==> config.mk <==
export PLATFORM = sky130hd
export DESIGN_NAME = datapath_ctrl_flat
export DESIGN_NICKNAME = d
export VERILOG_FILES = /design/src/rtl/datapath_ctrl_if.sv /design/src/rtl/datapath_ctrl.sv /design/src/flat_wrapper.sv
export SDC_FILE = /design/constraint.sdc
export NUM_CORES = 1
export LEC_CHECK = 0
export BUFFER_PORTS_ARGS = -buffer_cell sky130_fd_sc_hd__buf_2
export CELL_PAD_IN_SITES_DETAIL_PLACEMENT = 1
export CELL_PAD_IN_SITES_GLOBAL_PLACEMENT = 2
export CORE_MARGIN = 5
export CORE_UTILIZATION = 34
export CTS_CLUSTER_DIAMETER = 40
export DETAILED_ROUTE_END_ITERATION = 8
export PLACE_DENSITY = 0.92
export SYNTH_ARGS = -nofsm -noshare
export SYNTH_HDL_FRONTEND = slang
export SYNTH_SLANG_ARGS = --single-unit
==> constraint.sdc <==
create_clock -name clk -period 2.6 [get_ports clk]
set_input_delay 0.78 -clock clk [delete_from_list [all_inputs] [get_ports clk]]
set_output_delay 0.78 -clock clk [all_outputs]
set_load 0.02 [all_outputs]
==> src/rtl/datapath_ctrl_if.sv <==
// Handshake and control-strobe bundle between the datapath sequencer and the
// 16-bit register-file/shifter/ALU datapath.
interface datapath_ctrl_if #(
    parameter int unsigned W = 16
) ();
    logic         start;
    logic [15:0]  instr;
    logic         busy;
    logic         done;
    logic         illegal;
    logic [2:0]   readnum;
    logic [2:0]   writenum;
    logic         write;
    logic         loada;
    logic         loadb;
    logic         loadc;
    logic         loads;
    logic         asel;
    logic         bsel;
    logic         vsel;
    logic [1:0]   shift;
    logic [1:0]   ALUop;
    logic [W-1:0] sximm8;

    // Sequencer side
    modport master (
        input  start, instr,
        output busy, done, illegal, readnum, writenum, write, loada, loadb, loadc, loads,
               asel, bsel, vsel, shift, ALUop, sximm8
    );

    // Requester/datapath side
    modport slave (
        output start, instr,
        input  busy, done, illegal, readnum, writenum, write, loada, loadb, loadc, loads,
               asel, bsel, vsel, shift, ALUop, sximm8
    );
endinterface

==> src/rtl/datapath_ctrl.sv <==
// Multi-cycle sequencer for the register-file/shifter/ALU datapath. Takes one
// instruction per start/done handshake and steps the datapath strobes in order.
module datapath_ctrl #(
    parameter int unsigned W = 16
) (
    input logic             clk,
    input logic             rst_n,
    datapath_ctrl_if.master bus
);

    typedef enum logic [2:0] {
        StWait, StDecode, StLoadA, StLoadB, StExec, StWriteImm, StWriteRes, StDone
    } state_e;

    typedef struct packed {
        logic       busy;
        logic       done;
        logic [2:0] readnum;
        logic [2:0] writenum;
        logic       write;
        logic       loada;
        logic       loadb;
        logic       loadc;
        logic       loads;
        logic       asel;
        logic       vsel;
        logic [1:0] shift;
        logic [1:0] aluop;
    } ctrl_t;

    state_e      state_q, state_d;
    logic [15:0] ir_q;
    logic        illegal_q;
    ctrl_t       ctrl_q, ctrl_d;

    logic [2:0] opcode, rn, rd, rm;
    logic [1:0] op, sh;
    logic       is_mov_imm, is_mov_reg, is_alu, is_cmp, is_mvn;

    assign opcode = ir_q[15:13];
    assign op     = ir_q[12:11];
    assign rn     = ir_q[10:8];
    assign rd     = ir_q[7:5];
    assign sh     = ir_q[4:3];
    assign rm     = ir_q[2:0];

    assign is_mov_imm = (opcode == 3'b110) && (op == 2'b10);
    assign is_mov_reg = (opcode == 3'b110) && (op == 2'b00);
    // Every op under 101 is legal: ADD, CMP, AND, MVN
    assign is_alu     = (opcode == 3'b101);
    assign is_cmp     = is_alu && (op == 2'b01);
    assign is_mvn     = is_alu && (op == 2'b11);

    // Next state, and the strobes that state will drive once registered
    always_comb begin
        state_d = state_q;
        ctrl_d  = '0;
        case (state_q)
            StWait:     if (bus.start) state_d = StDecode;
            StDecode: begin
                if (is_mov_imm)                 state_d = StWriteImm;
                else if (is_mov_reg || is_mvn)  state_d = StLoadB;
                else if (is_alu)                state_d = StLoadA;
                else                            state_d = StDone;
            end
            StLoadA:    state_d = StLoadB;
            StLoadB:    state_d = StExec;
            StExec:     state_d = is_cmp ? StDone : StWriteRes;
            StWriteImm: state_d = StDone;
            StWriteRes: state_d = StDone;
            StDone:     state_d = StWait;
            default:    state_d = StWait;
        endcase

        ctrl_d.busy = (state_d != StWait);
        ctrl_d.done = (state_d == StDone);
        // IR is already valid for every state past DECODE, which is strobe-free
        case (state_d)
            StLoadA: begin
                ctrl_d.readnum = rn;
                ctrl_d.loada   = 1'b1;
            end
            StLoadB: begin
                ctrl_d.readnum = rm;
                ctrl_d.loadb   = 1'b1;
            end
            StExec: begin
                ctrl_d.shift = sh;
                if (is_mov_reg) begin
                    ctrl_d.asel  = 1'b1;
                    ctrl_d.aluop = 2'b00;
                    ctrl_d.loadc = 1'b1;
                end else if (is_mvn) begin
                    ctrl_d.asel  = 1'b1;
                    ctrl_d.aluop = 2'b11;
                    ctrl_d.loadc = 1'b1;
                end else if (is_cmp) begin
                    ctrl_d.aluop = 2'b01;
                    ctrl_d.loads = 1'b1;
                end else begin
                    ctrl_d.aluop = op;
                    ctrl_d.loadc = 1'b1;
                end
            end
            StWriteImm: begin
                ctrl_d.writenum = rn;
                ctrl_d.vsel     = 1'b1;
                ctrl_d.write    = 1'b1;
            end
            StWriteRes: begin
                ctrl_d.writenum = rd;
                ctrl_d.write    = 1'b1;
            end
            default: ;
        endcase
    end

    // State, IR, illegal flag and registered strobes; reset aborts everything at once
    always_ff @(posedge clk or negedge rst_n) begin
        if (!rst_n) begin
            state_q   <= StWait;
            ir_q      <= '0;
            illegal_q <= 1'b0;
            ctrl_q    <= '0;
        end else begin
            state_q <= state_d;
            ctrl_q  <= ctrl_d;
            if (state_q == StWait && bus.start) begin
                ir_q      <= bus.instr;
                illegal_q <= 1'b0;
            end else if (state_q == StDecode && state_d == StDone) begin
                illegal_q <= 1'b1;
            end
        end
    end

    assign bus.busy     = ctrl_q.busy;
    assign bus.done     = ctrl_q.done;
    assign bus.illegal  = illegal_q;
    assign bus.readnum  = ctrl_q.readnum;
    assign bus.writenum = ctrl_q.writenum;
    assign bus.write    = ctrl_q.write;
    assign bus.loada    = ctrl_q.loada;
    assign bus.loadb    = ctrl_q.loadb;
    assign bus.loadc    = ctrl_q.loadc;
    assign bus.loads    = ctrl_q.loads;
    assign bus.asel     = ctrl_q.asel;
    assign bus.bsel     = 1'b0;
    assign bus.vsel     = ctrl_q.vsel;
    assign bus.shift    = ctrl_q.shift;
    assign bus.ALUop    = ctrl_q.aluop;
    assign bus.sximm8   = {{(W-8){ir_q[7]}}, ir_q[7:0]};

endmodule

==> src/flat_wrapper.sv <==
// flat-port wrapper written by rule: the top's interface ports become plain ports
module datapath_ctrl_flat 
#(
    parameter int unsigned W = 16
)
  (clk, rst_n, bus_start, bus_instr, bus_busy, bus_done, bus_illegal, bus_readnum, bus_writenum, bus_write, bus_loada, bus_loadb, bus_loadc, bus_loads, bus_asel, bus_bsel, bus_vsel, bus_shift, bus_ALUop, bus_sximm8);
  datapath_ctrl_if #(.W(W)) bus_i ();
  input logic clk;
  input logic rst_n;
  input wire logic [$bits(bus_i.start)-1:0] bus_start;
  input wire logic [$bits(bus_i.instr)-1:0] bus_instr;
  output wire logic [$bits(bus_i.busy)-1:0] bus_busy;
  output wire logic [$bits(bus_i.done)-1:0] bus_done;
  output wire logic [$bits(bus_i.illegal)-1:0] bus_illegal;
  output wire logic [$bits(bus_i.readnum)-1:0] bus_readnum;
  output wire logic [$bits(bus_i.writenum)-1:0] bus_writenum;
  output wire logic [$bits(bus_i.write)-1:0] bus_write;
  output wire logic [$bits(bus_i.loada)-1:0] bus_loada;
  output wire logic [$bits(bus_i.loadb)-1:0] bus_loadb;
  output wire logic [$bits(bus_i.loadc)-1:0] bus_loadc;
  output wire logic [$bits(bus_i.loads)-1:0] bus_loads;
  output wire logic [$bits(bus_i.asel)-1:0] bus_asel;
  output wire logic [$bits(bus_i.bsel)-1:0] bus_bsel;
  output wire logic [$bits(bus_i.vsel)-1:0] bus_vsel;
  output wire logic [$bits(bus_i.shift)-1:0] bus_shift;
  output wire logic [$bits(bus_i.ALUop)-1:0] bus_ALUop;
  output wire logic [$bits(bus_i.sximm8)-1:0] bus_sximm8;
  assign bus_i.start = bus_start;
  assign bus_i.instr = bus_instr;
  assign bus_busy = bus_i.busy;
  assign bus_done = bus_i.done;
  assign bus_illegal = bus_i.illegal;
  assign bus_readnum = bus_i.readnum;
  assign bus_writenum = bus_i.writenum;
  assign bus_write = bus_i.write;
  assign bus_loada = bus_i.loada;
  assign bus_loadb = bus_i.loadb;
  assign bus_loadc = bus_i.loadc;
  assign bus_loads = bus_i.loads;
  assign bus_asel = bus_i.asel;
  assign bus_bsel = bus_i.bsel;
  assign bus_vsel = bus_i.vsel;
  assign bus_shift = bus_i.shift;
  assign bus_ALUop = bus_i.ALUop;
  assign bus_sximm8 = bus_i.sximm8;
  datapath_ctrl #(.W(W)) u_core (.clk(clk), .rst_n(rst_n), .bus(bus_i));
endmodule
After elaboration in Yosys (flattened, before gate mapping):

Index checks and enable logic that the tools add are counted.
Widths: inputs -> output; s select.

* bits in registers: 39
* input bits: 19
* logic and storage cells: 72

* eq/ne operators: 18
* mux-type cells: 26
* reduce and logical (&&, ||, !) cells: 12

Operators by type and width (number)
* $eq 3x3->1 const B: 10
* $pmux 3 s7: 1
* $mux 3: 5
* $mux 1: 14
* $eq 3x2->1 const B: 4
* $pmux 4 s2: 1
* $logic_and 1x1->1: 6
* $mux 2: 3
* $pmux 3 s2: 1
* $eq 2x2->1 const B: 2
* $mux 4: 1
* $eq 3x1->1 const B: 1
* $logic_not 3->1: 1
* $reduce_bool 3->1: 1
* $eq 2x1->1 const B: 1
* $logic_not 2->1: 1
* $reduce_bool 2->1: 1
* $reduce_or 2->1: 1
* $logic_or 1x1->1: 1

Depth between registers and ports, before layout:

* depth in word-level cells: 10
* gate-level depth with buffers: 6
* mapped depth without buffers: 4

Least setup slack after synthesis:

OpenSTA, ideal clock, no wires.

* path kind: input -> register
* start: input port bus_start
* end: register u_core.ctrl_q, in the netlist u_core.bus.readnum[2]
* library setup time: 0.079 ns
* arrival: 1.611 ns
* path slack: 0.910 ns
* stages: 5
* path through: and3_1 buf_6 a41oi_4 buf_6 mux2i_1

RTL lines
* start: declaration: RTL line flat_wrapper.sv:10 `input wire logic [$bits(bus_i.start)-1:0] bus_start;`
* end signal: assignment: RTL line datapath_ctrl.sv:127 `ctrl_q <= ctrl_d;`
* end: declaration: RTL line datapath_ctrl.sv:34 `ctrl_t ctrl_q, ctrl_d;`

==> out/qor.csv <==
stage,metric,value,unit
worst_setup_path,crit_chain,nor2_2 > and3_1 > a41oi_4 > nor3b_1,
drt,drc,0,
worst_setup_path,ff2ff_path_depth,4,
logic_synthesis,syn-num-nets,164,
worst_setup_path,cp_max_fo,18,
placed_design,placed_area,1969,µm²
worst_hold_path,whs_path_depth,2,
timing,setup_slack,0.4790,ns
timing,timing.final.hold_violations,0,
grt,grt_usage,12.59,%
logic_synthesis,synth_compound_gate_area_share,10.08,%
drt,wire_per_inst,15.47,µm
worst_setup_path,cp-start-kind,register,
worst_hold_path,min-delay-start,u_core.bus.illegal$_DFFE_PN0P_,
clocking,clock_sinks,39,
timing,setup_viol,0,
logic_synthesis,syn_area,1775,µm²
logic_synthesis,yosysSeqAreaShare,54.97,%
worst_setup_path,r2r-end,u_core.bus.loada$_DFF_PN0_,
timing,finalClockSkew,0.005354,ns
logic_synthesis,synth-simple-area-share,12.19,%
die,ios,56,
worst_setup_path,endpoint_kind,register,
timing,slew_violations,0,
timing,rsz0062_at_grt,no,
timing,fin_crit,2.121,ns
final_layout,stdcell_count,255,
grt,grt_max_degree,40,
drt,viasPerCell,4.663,
die,fp.dieW,82.26,µm
logic_synthesis,async_reset_ff_share,100.0,%
logic_synthesis,yosys_warnings,0,
clocking,htreeDepth,2,
clocking,insertion_delay,0.28,ns
final_layout,layout.nets,203,
die,initial_core_util,34.99,%
power_and_ir_drop,p_per_area,1336,nW/µm²
worst_setup_path,path_buf_inv,0,
timing,holdWs,0.5001,ns
timing,fmax,0.4715,GHz
logic_synthesis,ys.flop_type,dfrtp_1,
drt,first_pass_iters,4,
timing,timing.final.crit_share,81.58,%
final_layout,final_util,40.78,%
worst_hold_path,min_to,u_core.bus.illegal$_DFFE_PN0P_,
logic_synthesis,synth_top_family_by_area,simple AND/OR/NAND/NOR gates,
worst_setup_path,r2r_slack,0.48,ns
clocking,cts_made_buffers,5,
timing,worst_pin_slew,0.9311,ns
worst_setup_path,cpPeakStageDelay,0.57,ns
die,fp.dieH,82.26,µm
worst_setup_path,crit_family,simple AND/OR/NAND/NOR gates,
logic_synthesis,synthMuxAreaShare,11.84,%
final_layout,area_delta_synth_final,16.56,%
logic_synthesis,synth-edff-count,0,
die,core-area,5075,µm²
clocking,cts_hold_buf,0,
placed_design,routabilityCongestion,0.7773,
placed_design,port_buffers,54,
clocking,cts_resized,0,
run,maxCapViolCount,0,
logic_synthesis,ys_types,36,
logic_synthesis,synth_xor_area_share,0,%
final_layout,multi_input_area,609.3,µm²
drt,drt_wl_total,3.944,mm
grt,grt_pass1_wl,6.354,mm
power_and_ir_drop,total_power,2.764,mW
worst_setup_path,path_class,reg2reg,
clocking,clk_pin_slew,0.07,ns
clocking,cts_tree,yes,
clocking,cts-root-buf,clkbuf_8,
die,dieArea,6767,µm²
grt,grt-ovfl-total,0,
drt,antenna_left,0,
worst_setup_path,r2r_start,u_core.state_q[1]$_DFF_PN0_,
worst_setup_path,arrival,2.31,ns
worst_setup_path,cp.required,2.79,ns
grt,grt_pass1_vias,1289,
status,outcome,"complete, no violations",
worst_setup_path,worstSetupPathDepth,4,
drt,vias,1189,
final_layout,fillers,604,
placed_design,place_worst_setup_slack,0.3211,ns
final_layout,regArea,975.9,µm²
die,core.rowCount,26,
drt,drtIter0Drc,72,
clocking,postCtsSetupBuffers,0,
clocking,clk_path_buf_depth,2,
final_layout,final_common_cell,buf_2,
worst_setup_path,critPathSlowestCell,dfrtp_1,
power_and_ir_drop,power_leakage,1.038,nW
final_layout,fin_area,2069,µm²
logic_synthesis,synth-seq-cells,39,
final_layout,drive_gt1_share,45.41,%
logic_synthesis,avgSynthCellArea,12.24,µm²
timing,slew_headroom,37.93,%
timing,setup_tns,0,ns
grt,antenna_found_initial,0,
logic_synthesis,synthCells,145,
placed_design,placed_cells,247,
logic_synthesis,synthAdderAreaFrac,0,%
worst_hold_path,hp-class,reg2reg,
power_and_ir_drop,irDropWorstVdd,0.3736,mV
final_layout,n_antenna_cell,0,
final_layout,final_cell_mix,"buf_2 (54), dfrtp_1 (39), mux2_2 (16), nor2_1 (8), clkbuf_8 (7)",
placed_design,hpwl,2.903,mm
[logic make-up (layout without fill, tap and decap cells)]
group | Yosys count | in the layout
flip-flops | 39 | 39
AND/OR/NAND/NOR | 37 | 37
AO/OA/AOI/OAI | 21 | 21
multiplexers | 19 | 19
other | 1 | 1
buffers and inverters | 28 | 68
[how the worst max path moves through the flow]
stage / end / from
after global placement: u_core.bus.loada$_DFF_PN0_ / bus_start
after global routing: u_core.bus.readnum[2]$_DFF_PN0_ / u_core.state_q[1]$_DFF_PN0_
after floorplan: u_core.bus.readnum[2]$_DFF_PN0_ / bus_start
final: u_core.bus.loada$_DFF_PN0_ / u_core.state_q[1]$_DFF_PN0_
after CTS: u_core.bus.loada$_DFF_PN0_ / u_core.state_q[1]$_DFF_PN0_
after detailed placement: u_core.bus.loada$_DFF_PN0_ / bus_start
[synth_stat cells, types with 2 or more instances]
cell type,count,area (µm²)
nor3_1,2,10.01
nor2b_1,4,25.02
o2bb2ai_1,3,26.28
and3_1,5,31.28
buf_4,18,135.1
buf_2,2,10.01
mux2_2,16,180.2
nor2_1,8,30.03
o211ai_1,6,45.04
mux2i_1,3,30.03
nand2_1,5,18.77
inv_1,5,18.77
a21oi_1,2,10.01
nand3_1,5,25.02
buf_6,2,22.52
dfrtp_1,39,975.9
[cell type report]
| class | instances | area share [%] |
|---|---|---|
| Sequential cell | 39 | 47.16 |
| Multi-Input combinational cell | 78 | 29.44 |
| Timing Repair Buffer | 55 | 13.42 |
| Clock buffer | 8 | 4.837 |
| Tap cell | 70 | 4.232 |
| Inverter | 5 | 0.9069 |
[metal layers]
layer	track usage, %	up-vias	part of all wire [%]
met5	0	-	0
met2	21.07	32	52
met4	5.980	0	2.0
met1	14.77	583	40
met3	3.579	7	6.1
li1	-	567	-
[state kept, by name, indices dropped and copies added (netlist names)]
| signal | cells |
|---|---|
| u_core.ir_q | 16 |
| u_core.bus.readnum | 3 |
| u_core.bus.writenum | 3 |
| u_core.state_q | 3 |
| u_core.bus.ALUop | 2 |
| u_core.bus.shift | 2 |
| u_core.bus.asel | 1 |
| u_core.bus.busy | 1 |
| u_core.bus.done | 1 |
| u_core.bus.illegal | 1 |
| u_core.bus.loada | 1 |
| u_core.bus.loadb | 1 |
| u_core.bus.loadc | 1 |
| u_core.bus.loads | 1 |
| u_core.bus.vsel | 1 |
| u_core.bus.write | 1 |
[worst min-delay path: stages, from the launching register on]
cell and delay (ns):
dfrtp_1 0.34, a41oi_1 0.05, nor2_1 0.07
[power breakdown]
| group | internal, mW | switching (mW) |
|---|---|---|
| Sequential | 0.856 | 0.232 |
| Clock | 0.242 | 0.195 |
| Combinational | 0.481 | 0.758 |
| Total | 1.58 | 1.19 |
(Power assumes the default switching activity.)
